<file path="config.mk">
export PLATFORM = sky130hd
export DESIGN_NAME = ex_fu_array
export DESIGN_NICKNAME = d
export VERILOG_FILES = /design/src/rtl/ex_pkg.sv /design/src/rtl/ex_fu_pipe.sv /design/src/rtl/ex_fu_array.sv
export SDC_FILE = /design/constraint.sdc
export NUM_CORES = 1
export LEC_CHECK = 0
export ABC_AREA = 1
export CORE_ASPECT_RATIO = 0.75
export CORE_MARGIN = 2
export CORE_UTILIZATION = 40
export DETAILED_ROUTE_END_ITERATION = 6
export SLEW_MARGIN = 20
export SYNTH_ARGS = -nofsm -noshare
export SYNTH_HDL_FRONTEND = slang
export SYNTH_HIERARCHICAL = 1
export SYNTH_SLANG_ARGS = --single-unit
</file>
<file path="constraint.sdc">
create_clock -name clock -period 8.7 [get_ports clock]
set_clock_uncertainty 0.1 [all_clocks]
set_input_delay 1.74 -clock clock [delete_from_list [all_inputs] [get_ports clock]]
set_output_delay 1.74 -clock clock [all_outputs]
set_load 0.05 [all_outputs]
</file>
<file path="src/rtl/ex_pkg.sv">
// Shared types for the execution-side functional-unit array: issue-type codes,
// tag/ROB widths, unit indices and the pipeline entry record.
package ex_pkg;

    localparam logic [2:0] EX_ALU  = 3'd0;
    localparam logic [2:0] EX_MULT = 3'd1;
    localparam logic [2:0] EX_LD   = 3'd2;
    localparam logic [2:0] EX_SV   = 3'd3;

    localparam int unsigned TAG_W = 6;
    localparam int unsigned ROB_W = 5;

    // Unit index doubles as the issue type code and as CDB priority rank.
    typedef enum logic [1:0] {
        U_ALU  = 2'd0,
        U_MULT = 2'd1,
        U_LD   = 2'd2,
        U_SV   = 2'd3
    } ex_unit_e;

    typedef struct packed {
        logic             valid;
        logic [TAG_W-1:0] tag;
        logic [ROB_W-1:0] rob;
    } ex_entry_t;

endpackage

</file>
<file path="src/rtl/ex_fu_pipe.sv">
// One fixed-latency functional unit: a two-wide LAT-stage shift register feeding
// a CAP-deep first-word-fall-through completion FIFO, with occupancy and full tracking.
module ex_fu_pipe
    import ex_pkg::*;
#(
    parameter int unsigned LAT = 1,
    parameter int unsigned CAP = 4,
    parameter int unsigned OW  = 4
) (
    input  logic          clk_i,
    input  logic          rst_ni,
    input  logic [1:0]    acc_cnt_i,
    input  ex_entry_t     ent0_i,
    input  ex_entry_t     ent1_i,
    input  logic          pop_i,
    output ex_entry_t     head_o,
    output logic [OW-1:0] occ_o,
    output logic          full_o
);

    localparam int unsigned PW = (CAP > 1) ? $clog2(CAP) : 1;

    ex_entry_t      st0_q [LAT];
    ex_entry_t      st1_q [LAT];
    ex_entry_t      mem_q [CAP];
    logic [PW-1:0]  rd_q, wr_q, wr1, rd_d, wr_d;
    logic [OW-1:0]  cnt_q, cnt_d, occ_q, occ_d;
    logic           full_q;
    ex_entry_t      in0, in1;
    logic           push0, push1;

    function automatic logic [PW-1:0] inc(input logic [PW-1:0] p);
        return (p == PW'(CAP - 1)) ? '0 : p + 1'b1;
    endfunction

    always_comb begin
        in0       = ent0_i;
        in0.valid = ent0_i.valid && (acc_cnt_i != 2'd0);
        in1       = ent1_i;
        in1.valid = ent1_i.valid && (acc_cnt_i == 2'd2);
        // Slot 1 is only ever filled alongside slot 0, so push1 implies push0.
        push0     = st0_q[LAT-1].valid;
        push1     = st1_q[LAT-1].valid;
        wr1       = inc(wr_q);
        wr_d      = push1 ? inc(wr1) : (push0 ? wr1 : wr_q);
        rd_d      = pop_i ? inc(rd_q) : rd_q;
        cnt_d     = cnt_q + OW'(push0) + OW'(push1) - OW'(pop_i);
        occ_d     = occ_q + OW'(acc_cnt_i) - OW'(pop_i);
    end

    always_ff @(posedge clk_i or negedge rst_ni) begin
        if (!rst_ni) begin
            for (int unsigned i = 0; i < LAT; i++) begin
                st0_q[i] <= '0;
                st1_q[i] <= '0;
            end
            for (int unsigned i = 0; i < CAP; i++) begin
                mem_q[i] <= '0;
            end
            rd_q   <= '0;
            wr_q   <= '0;
            cnt_q  <= '0;
            occ_q  <= '0;
            full_q <= 1'b0;
        end else begin
            st0_q[0] <= in0;
            st1_q[0] <= in1;
            for (int unsigned i = 1; i < LAT; i++) begin
                st0_q[i] <= st0_q[i-1];
                st1_q[i] <= st1_q[i-1];
            end
            if (push0) mem_q[wr_q] <= st0_q[LAT-1];
            if (push1) mem_q[wr1]  <= st1_q[LAT-1];
            rd_q   <= rd_d;
            wr_q   <= wr_d;
            cnt_q  <= cnt_d;
            occ_q  <= occ_d;
            full_q <= (occ_d >= OW'(CAP - 1));
        end
    end

    always_comb begin
        head_o       = mem_q[rd_q];
        head_o.valid = mem_q[rd_q].valid && (cnt_q != '0);
    end

    assign occ_o  = occ_q;
    assign full_o = full_q;

endmodule

</file>
<file path="src/rtl/ex_fu_array.sv">
// Execution endpoint of the RS issue interface: routes A/B issues to four unit
// pipes, drops over-capacity accepts, and arbitrates results onto two CDB ports.
module ex_fu_array
    import ex_pkg::*;
#(
    parameter int unsigned CAP      = 4,
    parameter int unsigned ALU_LAT  = 1,
    parameter int unsigned MULT_LAT = 4,
    parameter int unsigned LD_LAT   = 2,
    parameter int unsigned SV_LAT   = 1
) (
    input  logic       clock,
    input  logic       reset,
    input  logic [2:0] rs_issueA_out,
    input  logic [2:0] rs_issueB_out,
    input  logic       rs_issueArdy_out,
    input  logic       rs_issueBrdy_out,
    input  logic [5:0] rs_TA_out,
    input  logic [5:0] rs_TB_out,
    input  logic [4:0] rs_rob_idxA_out,
    input  logic [4:0] rs_rob_idxB_out,
    output logic       ex_alu_full,
    output logic       ex_mulq_full,
    output logic       ex_ld_full,
    output logic       ex_sv_full,
    output logic [5:0] ex_cm_cdbAIdx,
    output logic [5:0] ex_cm_cdbBIdx,
    output logic       ex_cm_cdbA_en,
    output logic       ex_cm_cdbB_en,
    output logic [4:0] ex_cm_robIdxA,
    output logic [4:0] ex_cm_robIdxB,
    output logic       ex_sv_done,
    output logic [4:0] ex_sv_robIdx,
    output logic       ex_overflow
);

    localparam int unsigned OW = $clog2(CAP + 2) + 1;
    localparam int unsigned NU = 4;
    localparam int unsigned LATV [NU] = '{ALU_LAT, MULT_LAT, LD_LAT, SV_LAT};

    logic [NU-1:0] req_a, req_b, acc_a, acc_b, pop, full;
    logic [1:0]    acc_cnt [NU];
    logic [OW-1:0] occ     [NU];
    int            room    [NU];
    ex_entry_t     ent_a, ent_b;
    ex_entry_t     ent0 [NU];
    ex_entry_t     ent1 [NU];
    ex_entry_t     head [NU];
    ex_entry_t     cdb_a, cdb_b, sv_ent;
    ex_entry_t     cdb_a_q, cdb_b_q, sv_q;
    logic          a_taken, b_taken, drop, ovf_q;

    always_comb begin
        pop     = '0;
        cdb_a   = '0;
        cdb_b   = '0;
        a_taken = 1'b0;
        b_taken = 1'b0;
        // Walk units LD(2) -> MULT(1) -> ALU(0): first ready head takes A, next takes B.
        for (int unsigned k = 0; k < 3; k++) begin
            if (head[2-k].valid) begin
                if (!a_taken) begin
                    cdb_a     = head[2-k];
                    pop[2-k]  = 1'b1;
                    a_taken   = 1'b1;
                end else if (!b_taken) begin
                    cdb_b     = head[2-k];
                    pop[2-k]  = 1'b1;
                    b_taken   = 1'b1;
                end
            end
        end
        pop[U_SV] = head[U_SV].valid;
        sv_ent    = '0;
        if (head[U_SV].valid) begin
            sv_ent.valid = 1'b1;
            sv_ent.rob   = head[U_SV].rob;
        end
    end

    always_comb begin
        ent_a = '{valid: 1'b1, tag: rs_TA_out, rob: rs_rob_idxA_out};
        ent_b = '{valid: 1'b1, tag: rs_TB_out, rob: rs_rob_idxB_out};
        req_a = '0;
        req_b = '0;
        acc_a = '0;
        acc_b = '0;
        for (int unsigned u = 0; u < NU; u++) begin
            req_a[u]   = rs_issueArdy_out && (rs_issueA_out == 3'(u));
            req_b[u]   = rs_issueBrdy_out && (rs_issueB_out == 3'(u));
            // Same-edge drain frees a slot; A claims it before B.
            room[u]    = int'(CAP) - int'(occ[u]) + int'(pop[u]);
            acc_a[u]   = req_a[u] && (room[u] >= 1);
            acc_b[u]   = req_b[u] && (room[u] >= (acc_a[u] ? 2 : 1));
            acc_cnt[u] = {1'b0, acc_a[u]} + {1'b0, acc_b[u]};
            ent0[u]    = acc_a[u] ? ent_a : ent_b;
            ent1[u]    = ent_b;
        end
        drop = |(req_a & ~acc_a) || |(req_b & ~acc_b);
    end

    for (genvar g = 0; g < NU; g++) begin : g_unit
        ex_fu_pipe #(
            .LAT (LATV[g]),
            .CAP (CAP),
            .OW  (OW)
        ) u_pipe (
            .clk_i     (clock),
            .rst_ni    (reset),
            .acc_cnt_i (acc_cnt[g]),
            .ent0_i    (ent0[g]),
            .ent1_i    (ent1[g]),
            .pop_i     (pop[g]),
            .head_o    (head[g]),
            .occ_o     (occ[g]),
            .full_o    (full[g])
        );
    end

    always_ff @(posedge clock or negedge reset) begin
        if (!reset) begin
            cdb_a_q <= '0;
            cdb_b_q <= '0;
            sv_q    <= '0;
            ovf_q   <= 1'b0;
        end else begin
            cdb_a_q <= cdb_a;
            cdb_b_q <= cdb_b;
            sv_q    <= sv_ent;
            if (drop) ovf_q <= 1'b1;
        end
    end

    assign ex_alu_full   = full[U_ALU];
    assign ex_mulq_full  = full[U_MULT];
    assign ex_ld_full    = full[U_LD];
    assign ex_sv_full    = full[U_SV];
    assign ex_cm_cdbA_en = cdb_a_q.valid;
    assign ex_cm_cdbAIdx = cdb_a_q.tag;
    assign ex_cm_robIdxA = cdb_a_q.rob;
    assign ex_cm_cdbB_en = cdb_b_q.valid;
    assign ex_cm_cdbBIdx = cdb_b_q.tag;
    assign ex_cm_robIdxB = cdb_b_q.rob;
    assign ex_sv_done    = sv_q.valid;
    assign ex_sv_robIdx  = sv_q.rob;
    assign ex_overflow   = ovf_q;

endmodule

</file>
# [Yosys cells after proc, flatten, opt, wreduce, memory -nomap -nowiden]
# Cells that the tools add are included.
# Widths: inputs -> output; s select.
[word_totals] reg_bits=423 out_inout_bits=35 word_cells=372
[op_classes] addsub=44 magnitude_cmp=32 n_eq_ne=22 muxes=92 bitwise=16 n_reduce_logical=49
[ops] cell="$bwmux 48" n=8
[ops] cell="$mux 48" n=8
[ops] cell="$mux 12" n=26
[ops] cell="$demux 12 s2" n=8
[ops] cell="$bmux 12 s2" n=4
[ops] cell="$mux 2" n=24
[ops] cell="$mux 11" n=4
[ops] cell="$ge 3x3->1 const B" n=12
[ops] cell="$not 2->3" n=12
[ops] cell="$add 4x1->4" n=8
[ops] cell="$eq 2x2->1 const B" n=16
[ops] cell="$sub 4x1->4" n=8
[ops] cell="$logic_and 1x1->1" n=28
[ops] cell="$add 2x1->2 const B" n=12
[ops] cell="$add 5x2->6" n=4
[ops] cell="$ge 6x2->1 const B" n=4
[ops] cell="$ge 6x3->1" n=4
[ops] cell="$lt 3x1->1 const B" n=8
[ops] cell="$sub 3x4->5 const A" n=4
[ops] cell="$add 4x2->4" n=4
[ops] cell="$ge 4x2->1 const B" n=4
[ops] cell="$reduce_bool 2->1" n=8
[ops] cell="$reduce_bool 4->1" n=4
[ops] cell="$eq 3x2->1 const B" n=4
[ops] cell="10 further kinds" n=29

# [Longest topological paths before layout]
[depth] ltp_word=21 ltp_mapped=35 mapped_depth_nobuf=33

# [By module]
# The synthesis kept the hierarchy.
[by_module_without_submodules] module="ex_fu_pipe at g_unit[1].u_pipe" instances=1 cells_per_inst=545 area_per_inst_um2=5926.9
[by_module_without_submodules] module="ex_fu_pipe at g_unit[2].u_pipe" instances=1 cells_per_inst=497 area_per_inst_um2=4725.8
[by_module_without_submodules] module="ex_fu_pipe at g_unit[3].u_pipe" instances=1 cells_per_inst=473 area_per_inst_um2=4125.2
[by_module_without_submodules] module="ex_fu_pipe at g_unit[0].u_pipe" instances=1 cells_per_inst=456 area_per_inst_um2=4005.1
[by_module_without_submodules] module="ex_fu_array" instances=1 cells_per_inst=469 area_per_inst_um2=3079.2

# [Worst setup path before layout]
# Ideal clock, no wire load.
[synth_timing] kind="reg2reg" startpoint="register g_unit[0].u_pipe.rd_q[0]" endpoint="register g_unit[0].u_pipe.full_q" setup_time_ns=0.125 arrival_time_ns=4.803 path_slack_ns=3.672 path_stages_with_launch=34 n_path_buf=4 cell_sequence="dfrtp_1 inv_2 buf_2 nand2_1 nand3_1 a21oi_1 clkbuf_1 inv_1 clkbuf_1 nor2_1 ha_1 ha_1 inv_1 nand3_1 o21ai_0 nand3_1 nand3_1 buf_2 ha_1 inv_1 nand2_1 a21oi_1 nand3_1 nand2_1 nor4_1 ha_1 inv_1 ha_1 inv_1 fa_1 nand2_1 inv_1 nor2_1 nand3_1"
[synth_lines] item="start, declared" line_no="ex_fu_pipe.sv:26" source="logic [PW-1:0] rd_q, wr_q, wr1, rd_d, wr_d;"
[synth_lines] item="start signal, assigned" line_no="ex_fu_pipe.sv:74" source="rd_q <= rd_d;"
[synth_lines] item="end signal, assigned" line_no="ex_fu_pipe.sv:78" source="full_q <= (occ_d >= OW'(CAP - 1));"
[synth_lines] item="end, declared" line_no="ex_fu_pipe.sv:28" source="logic full_q;"

==> results.cfg <==
[outcome]
status = completed

[critical_path]
critPathLaunchType = flip-flop
cpMaxStageDelayCell = inv_1
path_delay_family = simple AND/OR/NAND/NOR gates
endpoint_kind = flip-flop
crit_top_cell = inv_1
worstPathMaxFanout = 25
required_ns = 9.12
critPathBufInv = 9
cpPeakStageDelay_ns = 0.59
r2r_setup_slack_ns = 2.07
cp.arrival_ns = 7.05
critical_path_class = reg2reg

[sta]
rsz0062_at_grt = no
tightest_slew_ns = 1.02
hold_violations = 0
setup_violations = 0
maxSlewViolCount = 0
max_freq_mhz = 151
finalCritPeriodShare_pct = 76.2
layout_setup_ws_ns = 2.07
period_minus_slack_ns = 6.63
finalSetupTns_ns = 0
relSlewSlack_pct = 31.7

[routing]
ant_nets = 0
drc_errors = 0
drt_iter0_markers = 1434
vias = 15400
viasPerCell = 5.20
first_pass_iters = 7
wire_per_inst_um = 17.6
wirelength_mm = 52.1

[final_layout]
final_nets = 2398
drive_gt1_share_pct = 5.88
n_fill_cell = 4753
area_delta_synth_final_pct = 11.9

[worst_hold_path]
hold_path.class = reg2reg

[die]
die_h_um = 199
io_pins = 67
design.die.area_mm2 = 0.0525
core_mm2 = 0.0501
die_x_um = 264
rows = 71
start_util_pct = 40.4

[placement]
place_congestion = 0.858
place_ws_ns = 2.19
port_buffers = 66
hpwl_mm = 35.5

[global_route]
grt_pass1_vias = 14700
antenna_found_initial = 4
grt.overflow.total = 0
grt_max_degree = 173
grt_pass1_wl_mm = 84.0
gr-usage-all-layers_pct = 20.5

[synth]
syn-instance-count = 2254
synth.avg_cell_area_um2 = 8.99
synth_area_mm2 = 0.0203
yosysWarnings = 6

[power_and_ir_drop]
ir_worst_vdd_uv = 173
power_density_mw_per_mm2 = 313
static-leakage-power_nw = 11.4

[clock_network]
ctsHtreeMaxLevel = 2
clkTransAtPathRegs_ns = 0.07
clock-sinks = 431
cts_tree = done
clk_latency_ns = 0.59
cts_root_buf = clkbuf_16
ctsLongestPathBuffers = 3
cts_setup_buffers = 0
cts_buffers = 44
ctsResizeCount = 0
hold_buffers = 0

[job]
drv_cap = 0
## stage by stage
stage / area [µm²] / std cells / hold slack (ns) / power (mW) / utilization [%]
2_1_floorplan: 20300 / 2261 / 0.231 / 4.46 / -
3_3_place_gp: 21100 / 2872 / 0.232 / 5.05 / 42.2
3_5_place_dp: 21100 / 2872 / 0.235 / 5.15 / 42.2
4_1_cts: 22700 / 2952 / 0.246 / 7.16 / 45.2
5_1_grt: 22700 / 2952 / 0.247 / 7.65 / 45.2
6_report: 22700 / 2953 / 0.243 / 7.10 / 45.2
## cell usage in the layout (no fill, tap or decap), types with 3 or more instances in the layout
cell               n
fa_1              12
nand3b_1           5
o21bai_1           3
o21ai_2           26
bufinv_16          4
inv_6              3
or2_1              3
nand2_1          595
or2_2              3
o211ai_1          92
o21ai_0           73
nand3_1          156
nor2_1           150
a21oi_1           65
inv_1            252
ha_1              93
inv_2              6
o21a_1             4
clkbuf_16         46
clkdlybuf4s50_1   65
clkbuf_8           8
conb_1             8
o21ai_1           18
o22ai_1            8
clkinv_2           5
nor3_1             3
xor2_1             9
clkinvlp_4         5
a31oi_1           87
clkbuf_1           7
buf_4             11
a32oi_1            8
nand2_2           10
a21o_1             3
nand4_1            4
dfrtp_1          431
## report_power, final
group	internal, mW	leakage (nW)	switching (mW)	total [mW]
clock	1.16	0.734	0.819	1.98
combinational	0.870	5.26	1.63	2.50
sequential	2.40	5.45	0.219	2.62
## layer usage
layer | up-vias | wire length [µm] | global-route usage (%)
li1 | 7341 | - | -
met1 | 7444 | 25200 | 31.1
met2 | 512 | 22100 | 30.3
met3 | 63 | 3870 | 3.89
met4 | 0 | 873 | 5.03
met5 | - | 0 | 0
## worst paths after layout
check | end | cells past startpoint | from
max | g_unit[0].u_pipe/full_o$_DFF_PN0_ | 31 | g_unit[1].u_pipe/rd_q[1]$_DFFE_PN0P_
min | g_unit[1].u_pipe/st1_q[31]$_DFF_PN0_ | 0 | g_unit[1].u_pipe/st1_q[43]$_DFF_PN0_
max reg2reg | g_unit[0].u_pipe/full_o$_DFF_PN0_ | 31 | g_unit[1].u_pipe/rd_q[1]$_DFFE_PN0P_
min reg2reg | g_unit[1].u_pipe/st1_q[31]$_DFF_PN0_ | 0 | g_unit[1].u_pipe/st1_q[43]$_DFF_PN0_
max in group asynchronous | g_unit[2].u_pipe/cnt_q[3]$_DFF_PN0_ | 2 | reset
min in group asynchronous | g_unit[2].u_pipe/full_o$_DFF_PN0_ | 1 | reset
## sequential cells by signal, indices dropped and copies added, names as in the netlist, 5 cells and up
name	flops
ex_cm_cdbAIdx	6
ex_cm_cdbBIdx	6
ex_cm_robIdxA	5
ex_cm_robIdxB	5
ex_sv_robIdx	5
g_unit.u_pipe/cnt_q	16
g_unit.u_pipe/mem_q	168
g_unit.u_pipe/occ_o	16
g_unit.u_pipe/rd_q	8
g_unit.u_pipe/st0_q	86
g_unit.u_pipe/st1_q	86
g_unit.u_pipe/wr_q	8
## area by class of cell
cell class | count | area [µm²] | area share (%)
antenna | 1 | 2.50 | 0.0110
multi-input combinational | 1448 | 7790 | 34.4
clock buffer | 61 | 1290 | 5.68
clock inverter | 19 | 234 | 1.03
sequential | 431 | 10800 | 47.6
inverter | 258 | 968 | 4.27
timing repair buffer | 78 | 768 | 3.39
tap | 657 | 822 | 3.63
## worst register-to-register path, delay by kind of cell, from the launching register on
family | cells | cell delay, ns
and+or+nand+nor | 13 | 2.19
buffers and inverters | 9 | 1.53
DFF | 1 | 0.40
adders and majority gates | 6 | 1.92
AOI/OAI and AO/OA | 3 | 0.46
Power figures use the tool's default switching activity.
